### config.mk
export PLATFORM = sky130hd
export DESIGN_NAME = mem_arbiter_flat
export DESIGN_NICKNAME = d
export VERILOG_FILES = /design/src/rtl/mem_arbiter_if.sv /design/src/rtl/mem_arbiter.sv /design/src/flat_wrapper.sv
export SDC_FILE = /design/constraint.sdc
export NUM_CORES = 1
export LEC_CHECK = 0
export CAP_MARGIN = 30
export CORE_AREA = 2 2 260 262
export CTS_CLUSTER_DIAMETER = 120
export DETAILED_ROUTE_END_ITERATION = 10
export DIE_AREA = 0 0 262 264
export PLACE_DENSITY = 0.46
export SLEW_MARGIN = 20
export SYNTH_ARGS = -nofsm -noshare
export SYNTH_HDL_FRONTEND = slang
export SYNTH_SLANG_ARGS = --single-unit
### constraint.sdc
create_clock -name CLK -period 15.8 [get_ports CLK]
set_input_delay 3.16 -clock CLK [delete_from_list [all_inputs] [get_ports CLK]]
set_output_delay 3.16 -clock CLK [all_outputs]
set_load 0.03 [all_outputs]
### src/rtl/mem_arbiter_if.sv
// Requester and backing-memory bundle for mem_arbiter: N packed requester
// channels on one side, a single READ/WRITE/BUSYWAIT memory port on the other.
interface mem_arbiter_if #(
    parameter int NCH    = 2,
    parameter int ADDR_W = 6,
    parameter int DATA_W = 128
);
    localparam int GW = (NCH > 1) ? $clog2(NCH) : 1;

    logic [NCH-1:0]        REQ_READ;
    logic [NCH-1:0]        REQ_WRITE;
    logic [NCH*ADDR_W-1:0] REQ_ADDRESS;
    logic [NCH*DATA_W-1:0] REQ_WRITEDATA;
    logic [DATA_W-1:0]     REQ_READDATA;
    logic [NCH-1:0]        REQ_BUSYWAIT;
    logic [GW-1:0]         GRANT;
    logic                  MEM_READ;
    logic                  MEM_WRITE;
    logic [ADDR_W-1:0]     MEM_ADDRESS;
    logic [DATA_W-1:0]     MEM_WRITEDATA;
    logic [DATA_W-1:0]     MEM_READDATA;
    logic                  MEM_BUSYWAIT;

    // Environment side: requesters plus the memory model
    modport master (
        output REQ_READ, REQ_WRITE, REQ_ADDRESS, REQ_WRITEDATA,
        output MEM_READDATA, MEM_BUSYWAIT,
        input  REQ_READDATA, REQ_BUSYWAIT, GRANT,
        input  MEM_READ, MEM_WRITE, MEM_ADDRESS, MEM_WRITEDATA
    );

    // Arbiter side
    modport slave (
        input  REQ_READ, REQ_WRITE, REQ_ADDRESS, REQ_WRITEDATA,
        input  MEM_READDATA, MEM_BUSYWAIT,
        output REQ_READDATA, REQ_BUSYWAIT, GRANT,
        output MEM_READ, MEM_WRITE, MEM_ADDRESS, MEM_WRITEDATA
    );
endinterface

### src/rtl/mem_arbiter.sv
// N-channel arbiter sharing one READ/WRITE/BUSYWAIT memory port between
// cache requesters; fixed-priority (MODE=0) or round-robin (MODE=1).
module mem_arbiter #(
    parameter int NCH    = 2,
    parameter int ADDR_W = 6,
    parameter int DATA_W = 128,
    parameter int MODE   = 0
) (
    input  logic          CLK,
    input  logic          RESET,
    mem_arbiter_if.slave  bus
);
    localparam int GW = (NCH > 1) ? $clog2(NCH) : 1;

    typedef enum logic [1:0] {
        IDLE = 2'd0,
        REQ  = 2'd1,
        WAIT = 2'd2,
        DONE = 2'd3
    } state_t;

    state_t            state_q, state_d;
    logic [GW-1:0]     grant_q, grant_d;
    logic [GW-1:0]     ptr_q, ptr_d;
    logic              mem_read_q, mem_read_d;
    logic              mem_write_q, mem_write_d;
    logic [ADDR_W-1:0] addr_q, addr_d;
    logic [DATA_W-1:0] wdata_q, wdata_d;
    logic [DATA_W-1:0] rdata_q, rdata_d;

    logic [NCH-1:0]    req_any_s;
    logic [NCH-1:0]    busy_s;
    logic [GW-1:0]     base_s;
    logic [GW:0]       sum_s;
    logic [GW-1:0]     idx_s;
    logic [GW-1:0]     winner_s;
    logic              found_s;

    assign req_any_s = bus.REQ_READ | bus.REQ_WRITE;

    // Winner search: first requester at or after base, wrapping modulo NCH
    always_comb begin
        base_s   = (MODE == 1) ? ptr_q : '0;
        winner_s = '0;
        found_s  = 1'b0;
        sum_s    = '0;
        idx_s    = '0;
        for (int k = 0; k < NCH; k++) begin
            sum_s = {1'b0, base_s} + (GW+1)'(k);
            if (sum_s >= (GW+1)'(NCH)) begin
                sum_s = sum_s - (GW+1)'(NCH);
            end else begin
                sum_s = sum_s;
            end
            idx_s = sum_s[GW-1:0];
            if (!found_s && req_any_s[idx_s]) begin
                winner_s = idx_s;
                found_s  = 1'b1;
            end else begin
                found_s  = found_s;
            end
        end
    end

    // Transaction FSM next-state and datapath capture
    always_comb begin
        state_d     = state_q;
        grant_d     = grant_q;
        ptr_d       = ptr_q;
        mem_read_d  = mem_read_q;
        mem_write_d = mem_write_q;
        addr_d      = addr_q;
        wdata_d     = wdata_q;
        rdata_d     = rdata_q;
        case (state_q)
            IDLE: begin
                if (found_s) begin
                    // READ and WRITE together on one channel is served as a write
                    grant_d     = winner_s;
                    addr_d      = bus.REQ_ADDRESS[winner_s*ADDR_W +: ADDR_W];
                    wdata_d     = bus.REQ_WRITEDATA[winner_s*DATA_W +: DATA_W];
                    mem_write_d = bus.REQ_WRITE[winner_s];
                    mem_read_d  = ~bus.REQ_WRITE[winner_s];
                    state_d     = REQ;
                end else begin
                    state_d     = IDLE;
                end
            end
            REQ: begin
                state_d = WAIT;
            end
            WAIT: begin
                if (!bus.MEM_BUSYWAIT) begin
                    if (mem_read_q) begin
                        rdata_d = bus.MEM_READDATA;
                    end else begin
                        rdata_d = rdata_q;
                    end
                    mem_read_d  = 1'b0;
                    mem_write_d = 1'b0;
                    state_d     = DONE;
                end else begin
                    state_d     = WAIT;
                end
            end
            DONE: begin
                state_d = IDLE;
                if (MODE == 1) begin
                    ptr_d = (grant_q == GW'(NCH - 1)) ? '0 : grant_q + GW'(1);
                end else begin
                    ptr_d = ptr_q;
                end
            end
            default: begin
                state_d     = IDLE;
                mem_read_d  = 1'b0;
                mem_write_d = 1'b0;
            end
        endcase
    end

    // Requesters stall until their own DONE cycle
    always_comb begin
        busy_s = '0;
        for (int i = 0; i < NCH; i++) begin
            busy_s[i] = req_any_s[i] & ~((state_q == DONE) && (grant_q == GW'(i)));
        end
    end

    // State and datapath registers
    always_ff @(posedge CLK or posedge RESET) begin
        if (RESET) begin
            state_q     <= IDLE;
            grant_q     <= '0;
            ptr_q       <= '0;
            mem_read_q  <= 1'b0;
            mem_write_q <= 1'b0;
            addr_q      <= '0;
            wdata_q     <= '0;
            rdata_q     <= '0;
        end else begin
            state_q     <= state_d;
            grant_q     <= grant_d;
            ptr_q       <= ptr_d;
            mem_read_q  <= mem_read_d;
            mem_write_q <= mem_write_d;
            addr_q      <= addr_d;
            wdata_q     <= wdata_d;
            rdata_q     <= rdata_d;
        end
    end

    assign bus.REQ_READDATA  = rdata_q;
    assign bus.REQ_BUSYWAIT  = busy_s;
    assign bus.GRANT         = grant_q;
    assign bus.MEM_READ      = mem_read_q;
    assign bus.MEM_WRITE     = mem_write_q;
    assign bus.MEM_ADDRESS   = addr_q;
    assign bus.MEM_WRITEDATA = wdata_q;
endmodule

### src/flat_wrapper.sv
// flat-port wrapper written by rule: the top's interface ports become plain ports
module mem_arbiter_flat 
#(
    parameter int NCH    = 2,
    parameter int ADDR_W = 6,
    parameter int DATA_W = 128,
    parameter int MODE   = 0
)
  (CLK, RESET, bus_REQ_READ, bus_REQ_WRITE, bus_REQ_ADDRESS, bus_REQ_WRITEDATA, bus_MEM_READDATA, bus_MEM_BUSYWAIT, bus_REQ_READDATA, bus_REQ_BUSYWAIT, bus_GRANT, bus_MEM_READ, bus_MEM_WRITE, bus_MEM_ADDRESS, bus_MEM_WRITEDATA);
  mem_arbiter_if #(.NCH(NCH), .ADDR_W(ADDR_W), .DATA_W(DATA_W)) bus_i ();
  input  logic CLK;
  input  logic RESET;
  input wire logic [$bits(bus_i.REQ_READ)-1:0] bus_REQ_READ;
  input wire logic [$bits(bus_i.REQ_WRITE)-1:0] bus_REQ_WRITE;
  input wire logic [$bits(bus_i.REQ_ADDRESS)-1:0] bus_REQ_ADDRESS;
  input wire logic [$bits(bus_i.REQ_WRITEDATA)-1:0] bus_REQ_WRITEDATA;
  input wire logic [$bits(bus_i.MEM_READDATA)-1:0] bus_MEM_READDATA;
  input wire logic [$bits(bus_i.MEM_BUSYWAIT)-1:0] bus_MEM_BUSYWAIT;
  output wire logic [$bits(bus_i.REQ_READDATA)-1:0] bus_REQ_READDATA;
  output wire logic [$bits(bus_i.REQ_BUSYWAIT)-1:0] bus_REQ_BUSYWAIT;
  output wire logic [$bits(bus_i.GRANT)-1:0] bus_GRANT;
  output wire logic [$bits(bus_i.MEM_READ)-1:0] bus_MEM_READ;
  output wire logic [$bits(bus_i.MEM_WRITE)-1:0] bus_MEM_WRITE;
  output wire logic [$bits(bus_i.MEM_ADDRESS)-1:0] bus_MEM_ADDRESS;
  output wire logic [$bits(bus_i.MEM_WRITEDATA)-1:0] bus_MEM_WRITEDATA;
  assign bus_i.REQ_READ = bus_REQ_READ;
  assign bus_i.REQ_WRITE = bus_REQ_WRITE;
  assign bus_i.REQ_ADDRESS = bus_REQ_ADDRESS;
  assign bus_i.REQ_WRITEDATA = bus_REQ_WRITEDATA;
  assign bus_i.MEM_READDATA = bus_MEM_READDATA;
  assign bus_i.MEM_BUSYWAIT = bus_MEM_BUSYWAIT;
  assign bus_REQ_READDATA = bus_i.REQ_READDATA;
  assign bus_REQ_BUSYWAIT = bus_i.REQ_BUSYWAIT;
  assign bus_GRANT = bus_i.GRANT;
  assign bus_MEM_READ = bus_i.MEM_READ;
  assign bus_MEM_WRITE = bus_i.MEM_WRITE;
  assign bus_MEM_ADDRESS = bus_i.MEM_ADDRESS;
  assign bus_MEM_WRITEDATA = bus_i.MEM_WRITEDATA;
  mem_arbiter #(.NCH(NCH), .ADDR_W(ADDR_W), .DATA_W(DATA_W), .MODE(MODE)) u_core (.CLK(CLK), .RESET(RESET), .bus(bus_i));
endmodule
## After elaboration in Yosys (flattened, before gate mapping)

Index checks and enable logic that the tools add are counted.

| storage, ports and cells | value |
|---|---|
| bits in registers | 267 |
| input bits | 403 |
| output and inout bits | 267 |
| logic and storage cells | 46 |

| cells by class | value |
|---|---|
| $mul | 1 |
| magnitude comparators | 1 |
| equal/unequal tests | 5 |
| shifts and indexed selects | 2 |
| mux-type cells | 13 |
| bitwise gates (word level) | 8 |
| reductions and logical operators | 9 |

Operators with widths:

| cell | count |
|---|---|
| 256-bit by 9-bit indexed part select with 128-bit output | 1 |
| 12-bit by 5-bit indexed part select with 6-bit output | 1 |
| 1-bit 2-to-1 mux | 10 |
| 2-bit case mux with 4 select lines | 1 |
| 3-bit AND reduction | 2 |
| 1-bit NOT | 5 |
| 2-bit equality test, second input constant | 2 |
| 1-bit case mux with 2 select lines | 2 |
| 1-bit logical AND | 3 |
| 1-bit by 2-bit multiplier with 3-bit output, second input constant | 1 |
| 1-bit AND | 2 |
| 2-bit by 1-bit equality test with 1-bit output, second input constant | 1 |
| 2-bit logical NOT | 1 |
| 1-bit by 2-bit < comparator with 1-bit output, second input constant | 1 |
| 2-bit by 1-bit inequality test with 1-bit output, second input constant | 1 |
| 2-bit inequality test, second input constant | 1 |
| 2-bit OR | 1 |
| 2-bit AND reduction | 1 |
| 2-bit nonzero test | 1 |
| 1-bit logical NOT | 1 |

## Depth between registers and ports, before layout

| depth | value |
|---|---|
| depth after elaboration | 10 |
| gate-level depth with buffers | 9 |

## Least setup slack after synthesis

OpenSTA, ideal clock, no wires.

| path | value |
|---|---|
| path kind | input -> output |
| start | input bus_REQ_WRITE[0] |
| end | output bus_REQ_BUSYWAIT[0] |
| arrival | 3668 ps |
| slack | 8972 ps |
| cell stages on the path | 2 |
| cell sequence | nor2_1 -> a21oi_1 |

| on the way | value |
|---|---|
| cells in the longest elaborated chain, start to end | 2 |

Ends and longest elaborated chain:

| item | line | text |
|---|---|---|
| start, declared | flat_wrapper.sv:14 | `input wire logic [$bits(bus_i.REQ_WRITE)-1:0] bus_REQ_WRITE;` |
| 2-bit OR | mem_arbiter.sv:39 | `assign req_any_s = bus.REQ_READ \| bus.REQ_WRITE;` |
| 1-bit AND | mem_arbiter.sv:126 | `busy_s[i] = req_any_s[i] & ~((state_q == DONE) && (grant_q == GW'(i)));` |
| end, declared | flat_wrapper.sv:20 | `output wire logic [$bits(bus_i.REQ_BUSYWAIT)-1:0] bus_REQ_BUSYWAIT;` |

No other way between the ends.

## Worst setup path after layout

Same ends and word-level chain as after synthesis.

==> flow_summary.json <==
{
  "clkTransAtPathRegs_ns": 0.05,
  "rows": 95,
  "status": "completed",
  "async_reset_ff_share_pct": 100,
  "cts_htree_levels": 2,
  "routed_wl_mm": 45.0,
  "ant_nets": 0,
  "fin_hold_ws_ns": 0.502,
  "pin_count": 670,
  "yosysSeqAreaShare_pct": 61.2,
  "grt_max_degree": 79,
  "remaining_drc_errors": 0,
  "grt_pass1_vias": 10180,
  "cts-buffers-inserted": 35,
  "p_per_area_nw_per_um2": 218,
  "fp.dieArea_um2": 69200,
  "ir_drop_mv": 0.0846,
  "fin_crit_ns": 7.90,
  "die_x_um": 262,
  "dp_worst_setup_slack_ns": 7.91,
  "cts_root_buf": "clkbuf_16",
  "crit_path_end_kind": "output pin",
  "skew_ns": 0.00704,
  "path_buf_inv": 2,
  "path_cells": "clkdlybuf4s50_1 -> nor2_1 -> a21oi_1 -> clkdlybuf4s50_1",
  "power_frac_comb_pct": 52.8,
  "antenna_found_initial": 3,
  "finalCritPeriodShare_pct": 50.0,
  "worstPathMaxFanout": 6,
  "slew_headroom_pct": 38.0,
  "drive_above_1_share_pct": 16.7,
  "cp_common_cell": "clkdlybuf4s50_1",
  "cp-start-kind": "primary input",
  "setup_tns_ns": 0,
  "overflow": 0,
  "syn_to_final_growth_pct": 80.7,
  "post-route-util_pct": 29.6,
  "seqPwrFrac_pct": 28.4,
  "dpl.hpwl_mm": 33.6,
  "synth_nets": 1299,
  "post-cts-setup-buffers": 0,
  "timing.critical_path.to": "bus_REQ_BUSYWAIT[0]",
  "drt_iter0_markers": 263,
  "hold_buffers": 0,
  "yosys_warnings": 0,
  "detail_route.vias_per_cell": 3.83,
  "yosys-top-cells-area": "dfrtp_1, mux2_2, nor2_1",
  "wl_per_cell_um": 18.4,
  "rsz0062_at_grt": "false",
  "gr-usage-all-layers_pct": 12.5,
  "clock_path_buffers": 3,
  "reg2reg_from": "u_core.state_q[0]",
  "synth_seq_cells": 267,
  "cap_violations": 0,
  "place.gp.congestion": 0.791,
  "hold_class": "flip-flop to flip-flop",
  "post_cts_resized": 0,
  "tightestPinTransition_ns": 0.930,
  "drv_slew": 0,
  "place_inst": 2387,
  "ys.flop_type": "dfrtp_1",
  "slowest_stage": "clkdlybuf4s50_1",
  "yosysMostFrequentCell": "nor2_1",
  "switching_share_pct": 41.8,
  "path_class": "primary input to output pin",
  "p_clk_share_pct": 18.7,
  "critPathTopFamily": "buffers and inverters",
  "ff2ff_path_depth": 8,
  "yosysTopAreaCell": "dfrtp_1",
  "nets": 1960,
  "synthDistinctLibCells": 26,
  "fmax_mhz": 127,
  "path_depth": 4,
  "slowest_delay_ns": 0.68,
  "cts_tree": "done",
  "avgSynthCellArea_um2": 12.2,
  "required_ns": 12.64,
  "clock_latency_ns": 0.53,
  "synth_area_um2": 10900,
  "setup_ws_ns": 7.90,
  "io_buffers": 669,
  "rrSetupSlack_ns": 12.29,
  "synth_edf_count": 0,
  "cp.arrival_ns": 4.74,
  "num_vias": 9399,
  "setup_violations": 0,
  "cts_sinks": 267,
  "initial_core_util_pct": 16.4,
  "p_int_uw": 2500,
  "synth_top_area_share_pct": 61.2,
  "r2r_end": "u_core.bus.MEM_WRITEDATA[28]",
  "dr.pass1.iters": 4,
  "grt_pass1_wl_mm": 65.1,
  "report.final.hold_viol_count": 0,
  "crit_start": "bus_REQ_WRITE[0]",
  "coreArea_um2": 66600,
  "fin_cells": 2452,
  "syn_inst": 892,
  "synthTopCellsByCount": "nor2_1, dfrtp_1, mux2_2",
  "die_h_um": 264,
  "p_switching_uw": 1800,
  "p_leak_uw": 0.00787
}
==> placed cells by master (no fill, tap or decap), types with 2 or more instances in the layout <==
cell type and n:
clkinv_2 4, clkbuf_16 36, clkbuf_8 11, inv_1 5
o22ai_2 60, a31oi_1 3, a21oi_1 2, dfrtp_1 267
clkdlybuf4s50_1 669, nand3b_1 3, buf_4 11, clkbuf_1 7
ha_1 4, nor2_1 271, nand2_1 3, o22ai_1 74
mux2_2 128, buf_16 2
==> metal layers <==
metal / vias up / GRT usage (%) / wire length, um
li1: 4433 / - / -
met1: 4539 / 14.3 / 17400
met2: 351 / 22.0 / 22900
met3: 74 / 3.63 / 3470
met4: 2 / 4.21 / 1280
met5: - / 0 / 13
==> registers in the layout, summed over array words and instances, names as in the netlist <==
name	flops
u_core.state_q	2
u_core.bus.MEM_WRITEDATA	128
u_core.bus.MEM_ADDRESS	6
u_core.bus.GRANT	1
u_core.bus.MEM_READ	1
u_core.bus.MEM_WRITE	1
u_core.bus.REQ_READDATA	128
==> metrics by stage <==
stage / total power (uW) / cell area (um^2)
detailed placement: 3530 / 18500
global route: 4540 / 19700
CTS: 4370 / 19700
floorplan: 2500 / 10900
finish: 4300 / 19700
global placement: 3500 / 18500
==> final cells by class <==
class | instances | area, um^2
inverter | 6 | 30.0
tap | 873 | 1090
clock inverter | 8 | 82.6
sequential | 267 | 6680
multi-input combinational | 560 | 3910
antenna | 1 | 2.50
timing repair buffer | 683 | 6850
fill | 6894 | 46800
clock buffer | 54 | 1080
==> power groups by stage <==
stage               combinational [uW]  clock (uW)  sequential [uW]
global route                      2410         867             1270
floorplan                          621           0             1880
detailed placement                2300           0             1230
global placement                  2280           0             1220
CTS                               2310         838             1230
finish                            2270         805             1220
==> worst min path at each step <==
stage	startpoint	depth (start not counted)	endpoint
2_1_floorplan	u_core.state_q[1]	2	u_core.state_q[1]
3_5_place_dp	u_core.bus.REQ_READDATA[47]	1	u_core.bus.REQ_READDATA[47]
6_report	u_core.bus.REQ_READDATA[72]	1	u_core.bus.REQ_READDATA[72]
3_3_place_gp	u_core.bus.REQ_READDATA[3]	1	u_core.bus.REQ_READDATA[3]
5_1_grt	u_core.bus.REQ_READDATA[77]	1	u_core.bus.REQ_READDATA[77]
4_1_cts	u_core.bus.REQ_READDATA[72]	1	u_core.bus.REQ_READDATA[72]
==> cells by family after synthesis <==
group                    Yosys count  synth area share, %
AND/OR/NAND/NOR                  283                 10.1
flip-flops                       267                 61.2
adder cells (fa/ha/maj)            4                0.459
AO/OA/AOI/OAI                    145                 11.8
buffers and inverters             65                 3.22
multiplexers                     128                 13.2
Note: power is estimated with default switching activity, not from simulation.
